--- src/rtl/scancode_to_ascii_pkg.sv ---
// Shared types and constants for the PS/2 set-2 scan-code to ASCII decoder.
package scancode_to_ascii_pkg;

  // Prefix tracking: which prefix bytes of the current sequence have been seen.
  typedef enum logic [1:0] {
    ST_IDLE    = 2'd0,
    ST_EXT     = 2'd1,
    ST_BRK     = 2'd2,
    ST_EXT_BRK = 2'd3
  } state_t;

  // Prefix bytes
  localparam logic [7:0] SC_E0    = 8'hE0;
  localparam logic [7:0] SC_F0    = 8'hF0;

  // Non-extended scan codes
  localparam logic [7:0] SC_A     = 8'h1C;
  localparam logic [7:0] SC_D     = 8'h23;
  localparam logic [7:0] SC_W     = 8'h1D;
  localparam logic [7:0] SC_S     = 8'h1B;
  localparam logic [7:0] SC_SPACE = 8'h29;

  // Extended scan codes (follow an E0 prefix)
  localparam logic [7:0] SC_LEFT  = 8'h6B;
  localparam logic [7:0] SC_RIGHT = 8'h74;
  localparam logic [7:0] SC_UP    = 8'h75;
  localparam logic [7:0] SC_DOWN  = 8'h72;

  // ASCII results
  localparam logic [6:0] ASCII_NONE  = 7'h00;
  localparam logic [6:0] ASCII_A     = 7'h61;
  localparam logic [6:0] ASCII_D     = 7'h64;
  localparam logic [6:0] ASCII_W     = 7'h77;
  localparam logic [6:0] ASCII_S     = 7'h73;
  localparam logic [6:0] ASCII_SPACE = 7'h20;

endpackage

--- src/rtl/scancode_to_ascii_scan_lut.sv ---
// Combinational key map: {extended flag, scan code} -> {hit, ascii}.
// Arrow keys alias onto the WASD characters.
module scan_lut
  import scancode_to_ascii_pkg::*;
(
  input  logic       i_ext,
  input  logic [7:0] i_code,
  output logic       o_hit,
  output logic [6:0] o_ascii
);

  // Table lookup; anything not listed is a miss with a zero code.
  always_comb begin
    o_hit   = 1'b0;
    o_ascii = ASCII_NONE;
    case ({i_ext, i_code})
      {1'b0, SC_A}:     begin o_hit = 1'b1; o_ascii = ASCII_A;     end
      {1'b0, SC_D}:     begin o_hit = 1'b1; o_ascii = ASCII_D;     end
      {1'b0, SC_W}:     begin o_hit = 1'b1; o_ascii = ASCII_W;     end
      {1'b0, SC_S}:     begin o_hit = 1'b1; o_ascii = ASCII_S;     end
      {1'b0, SC_SPACE}: begin o_hit = 1'b1; o_ascii = ASCII_SPACE; end
      {1'b1, SC_LEFT}:  begin o_hit = 1'b1; o_ascii = ASCII_A;     end
      {1'b1, SC_RIGHT}: begin o_hit = 1'b1; o_ascii = ASCII_D;     end
      {1'b1, SC_UP}:    begin o_hit = 1'b1; o_ascii = ASCII_W;     end
      {1'b1, SC_DOWN}:  begin o_hit = 1'b1; o_ascii = ASCII_S;     end
      default:          begin o_hit = 1'b0; o_ascii = ASCII_NONE;  end
    endcase
  end

endmodule

--- src/rtl/scancode_to_ascii.sv ---
// PS/2 set-2 decoder: tracks E0/F0 prefixes, holds the ASCII code of the
// last pressed mapped key and pulses ascii_new whenever that code is
// (re)loaded or cleared.
//
// state    | meaning
// ---------+----------------------------------------------
// IDLE     | no prefix pending; next byte is a make code
// EXT      | E0 seen; next byte is an extended make
// BRK      | F0 seen; next byte is a break code
// EXT_BRK  | E0 F0 seen; next byte is an extended break
module scancode_to_ascii
  import scancode_to_ascii_pkg::*;
#(
  parameter int TIMEOUT_CYCLES = 40000
) (
  input  logic       clk,
  input  logic       rst,
  input  logic [7:0] scan_code,
  input  logic       scan_valid,
  output logic [6:0] ascii_out,
  output logic       ascii_new
);

  localparam int               CNT_W    = $clog2(TIMEOUT_CYCLES);
  localparam logic [CNT_W-1:0] CNT_LAST = CNT_W'(TIMEOUT_CYCLES - 1);
  localparam logic [CNT_W-1:0] CNT_ONE  = CNT_W'(1);

  state_t           r_state;
  logic [CNT_W-1:0] r_cnt;
  logic [6:0]       r_ascii;
  logic             r_new;

  logic             w_ext;
  logic             w_brk;
  logic             w_hit;
  logic [6:0]       w_ascii;

  assign w_ext = (r_state == ST_EXT) || (r_state == ST_EXT_BRK);
  assign w_brk = (r_state == ST_BRK) || (r_state == ST_EXT_BRK);

  scan_lut u_scan_lut (
    .i_ext   (w_ext),
    .i_code  (scan_code),
    .o_hit   (w_hit),
    .o_ascii (w_ascii)
  );

  // Sequence FSM, prefix timeout and registered key outputs.
  always_ff @(posedge clk) begin
    if (rst) begin
      r_state <= ST_IDLE;
      r_cnt   <= '0;
      r_ascii <= ASCII_NONE;
      r_new   <= 1'b0;
    end else begin
      r_new <= 1'b0;
      if (scan_valid) begin
        // A strobe always restarts the timeout and beats a coincident expiry.
        r_cnt <= '0;
        case (scan_code)
          // E0 is only legal from IDLE; elsewhere it restarts a fresh
          // sequence, which lands in EXT either way.
          SC_E0: r_state <= ST_EXT;
          // F0 after a lone E0 continues an extended break; any other
          // misplaced F0 restarts as a plain break.
          SC_F0: r_state <= (r_state == ST_EXT) ? ST_EXT_BRK : ST_BRK;
          default: begin
            r_state <= ST_IDLE;
            if (w_hit) begin
              if (!w_brk) begin
                r_ascii <= w_ascii;
                r_new   <= 1'b1;
              end else if (w_ascii == r_ascii) begin
                r_ascii <= ASCII_NONE;
                r_new   <= 1'b1;
              end
            end
          end
        endcase
      end else if (r_state != ST_IDLE) begin
        if (r_cnt == CNT_LAST) begin
          r_state <= ST_IDLE;
          r_cnt   <= '0;
        end else begin
          r_cnt <= r_cnt + CNT_ONE;
        end
      end
    end
  end

  assign ascii_out = r_ascii;
  assign ascii_new = r_new;

endmodule

--- config.mk ---
export PLATFORM = sky130hd
export DESIGN_NAME = scancode_to_ascii
export DESIGN_NICKNAME = d
export VERILOG_FILES = /design/src/rtl/scancode_to_ascii_pkg.sv /design/src/rtl/scancode_to_ascii_scan_lut.sv /design/src/rtl/scancode_to_ascii.sv
export SDC_FILE = /design/constraint.sdc
export NUM_CORES = 1
export LEC_CHECK = 0
export CORE_MARGIN = 2
export CORE_UTILIZATION = 35
export DETAILED_ROUTE_END_ITERATION = 8
export PLACE_DENSITY = 0.54
export SLEW_MARGIN = 20
export SYNTH_ARGS = -nofsm -noshare
export SYNTH_HDL_FRONTEND = slang
export SYNTH_HIERARCHICAL = 1
export SYNTH_SLANG_ARGS = --single-unit
--- constraint.sdc ---
create_clock -name clk -period 2.8 [get_ports clk]
set_clock_uncertainty 0.15 [all_clocks]
set_input_delay 0.42 -clock clk [delete_from_list [all_inputs] [get_ports clk]]
set_output_delay 0.42 -clock clk [all_outputs]
set_load 0.1 [all_outputs]
==> metrics.md <==
| Metric | Value |
|---|---|
| Status | finished clean |
| Final wirelength | 3770 um |
| Max Freq | around 380 MHz |
| Height of the die | 70.3 um |
| Setup violations, final | 0 |
| Slew Limit Fails | 0 |
| Initial DRT Pass Iterations | 4 |
| Post-CTS Setup Bufs | 0 |
| CTS buffer count | 3 |
| Insertion delay to the later sink of the worst-skew pair | 0.27 ns |
| Iter 0 DRT Violations | 60 |
| Slew HR | 0.580 |
| Worst-Margin Slew | about 0.63 ns |
| Area occupied by multi-input gates | about 940 um2 |
| CP top delay family | compound AO/OA/AOI/OAI gates |
| Initial Util | 0.358 |
| Avg Inst Size Synth | between 8 and 9 um2 |
| FILL cells | between 400 and 500 |
| Root Driver | clkbuf_8 |
| Avg WL per Cell | 14.0 um |
| Fin crit period | about 2.6 ns |
| Clk slew on worst S/H paths | 0.09 ns |
| Fraction of layout cells with a size suffix above 1 | 0.207 |
| Antenna violation net count after detailed routing | 0 |
| Yosys warns | 6 |
| Sequential share of the synthesized area | 0.338 |
| Final hold viol count | 0 |
| EDFF count, synth | 0 |
| CTS tree | yes |
| Largest stage delay, worst path | ~0.58 ns |
| Final worst path period share | 0.932 |
| Max-cap viol count | 0 |
| Max FO, Critical Path | 7 |
| Slowest cell on crit path | clkdlybuf4s50_1 |
| Cell with the most instances after synthesis | dfxtp_1 |
| Via Count | 1,426 |
| Post-Syn Area | approximately 1500 um2 |
| CTS Sinks | 26 |
| Antenna diodes | 0 |
| GRT Util Overall | 0.159 |
| Ordered list of cells on the worst path | clkdlybuf4s50_1, nand4b_2, o32ai_4, a2111oi_4, nand2_1, xnor2_1, nand3_1, o211ai_1, buf_4, o21ai_0 |
| Asr flop ratio synth | 0 |
| CP Capture Type | flip-flop |
| P per Cell Area | 385 nW/um2 |
| Ports | 19 |
| Mapped Cells | 182 |
| Peak supply drop | 0.161 mV |
| Post-synth top area share | 0.338 |
| Synth cell types | 44 |
| Synth Net Count | 194 |
| Detailed Place HPWL | 2840 um |
| Port bufs | 18 |
| Total gr overflow | 0 |
| Clock Tree Buf Depth | 2 |
| Layout Nets | 230 |
| Vias/cell | 5.30 |
| Vias in the first global route | 1,434 |
| Seq cells post-synth | 26 |
| Hold Path Class | flip-flop to flip-flop |
| Largest net degree at the start of global routing | 17 |
| Crit start category | input port |
| Core Region | about 4300 um2 |
| Die width | 70.3 um |
| H-Tree Depth | 1 |
| Placed Area | 1870 um2 |
| GPL Wtd Cong | 0.890 |
| Area growth from synthesis to layout | 26.8% |
| Register Area | 520 um2 |
| Design area | 1950 um2 |
| # DRC | 0 |
| List of most frequent post-synthesis cells | dfxtp_1 (26), nor2_1 (25), xnor2_1 (18) |
| CP arrival | approximately 2.6 ns |
| Area leader, netlist | dfxtp_1 |
| Setup TNS | 0 ns |
| Worst Path Required | 2.81 ns |
| Initial antenna violation count | 0 |
| First-pass GRT wire length | approximately 6500 um |
| Crit path kind | input port to flip-flop |
| CP Buf/Inv Count | 2 |
| Most used DFF post-synth | dfxtp_1 |
| Leak | 0.654 nW |
| Area contributors post-synth | dfxtp_1 (34%), xnor2_1 (10%), nor2_1 (6.1%) |
| Die area | slightly below 5000 um2 |
| Cell Rows | 24 |
==> state kept, by name, summed over array words and instances, names as in the netlist <==
name	cells
ascii_out	7
ascii_new	1
r_cnt	16
r_state	2
==> power by group <==
group | total, W | switching, W | leakage [nW] | internal [W]
Sequential | 0.000370 | 0.000000288 | 0.209 | 0.000370
Clock | 0.000314 | 0.000122 | 0.0357 | 0.000191
Combinational | 0.0000674 | 0.0000338 | 0.409 | 0.0000336
==> placed cells by master, fill, tap and decap left out, types with 2 or more instances in the layout <==
master and n:
nor2_1 24, xnor2_1 18, nand3b_1 3, nand3_1 5
clkbuf_8 3, nor3_1 6, a31o_2 2, clkdlybuf4s50_1 9
buf_4 26, o211ai_1 2, o21ai_0 9, dfxtp_1 26
xor2_1 4, nor2b_4 2, nand4b_1 2, nor4_1 5
nand2_1 14, a32oi_1 7, nand4_1 6, a21oi_1 5
inv_1 13
==> what timing repair did <==
item / in CTS / in global routing
hold buffers: 0 / 0
resized for setup: 0 / 4
setup endpoints to repair: 0 / 8
==> kinds of logic (layout without fill, tap and decap cells) <==
logic type	Yosys count	after routing	synth area share
buffers and inverters	19	54	0.0561
other	1	1	0.00244
DFF	26	26	0.338
AOI/OAI and AO/OA	34	34	0.185
xor gates and xnor gates	22	22	0.125
adders and majority gates	1	1	0.00813
and+or+nand+nor	79	79	0.285
==> worst min-delay path: stages (launching register included) <==
cell	delay, ns
dfxtp_1	0.34
nand2_1	0.06
a21oi_1	0.05
==> per-layer routing <==
metal	vias up	GRT usage	routed length (um)
li1	715	-	-
met2	18	0.274	1770
met1	686	0.204	1850
met4	0	0.0577	68
met3	7	0.0159	77
met5	-	0	0
==> layout make-up <==
type	count	share of cell area
timing repair buffer	36	0.153
clock buffer	3	0.0212
tap	52	0.0333
inverter	14	0.0269
clock inverter	1	0.0154
multi-input combinational	137	0.484
sequential	26	0.267
==> final timing paths <==
check	start	endpoint	slack (ns)	cells after the start
worst max-delay path	scan_code[0]	ascii_out[2]	0.19	10
worst min-delay path	r_cnt[1]	r_cnt[1]	0.34	2
worst max register to register	r_state[0]	ascii_out[2]	0.42	10
worst min register to register	r_cnt[1]	r_cnt[1]	0.34	2
==> per-stage QoR <==
stage / power, W / utilization / hold slack, ns / worst slack, ns / cells
3_5_place_dp: 0.000444 / 0.434 / 0.332 / -0.159 / 265
5_1_grt: 0.000777 / 0.455 / 0.396 / -0.000759 / 269
3_3_place_gp: 0.000443 / 0.434 / 0.310 / -0.0582 / 265
2_1_floorplan: 0.000405 / - / 0.299 / 0.468 / 182
4_1_cts: 0.000756 / 0.451 / 0.346 / 0.121 / 269
6_report: 0.000751 / 0.455 / 0.345 / 0.189 / 269
Power figures use the tool's default switching activity.
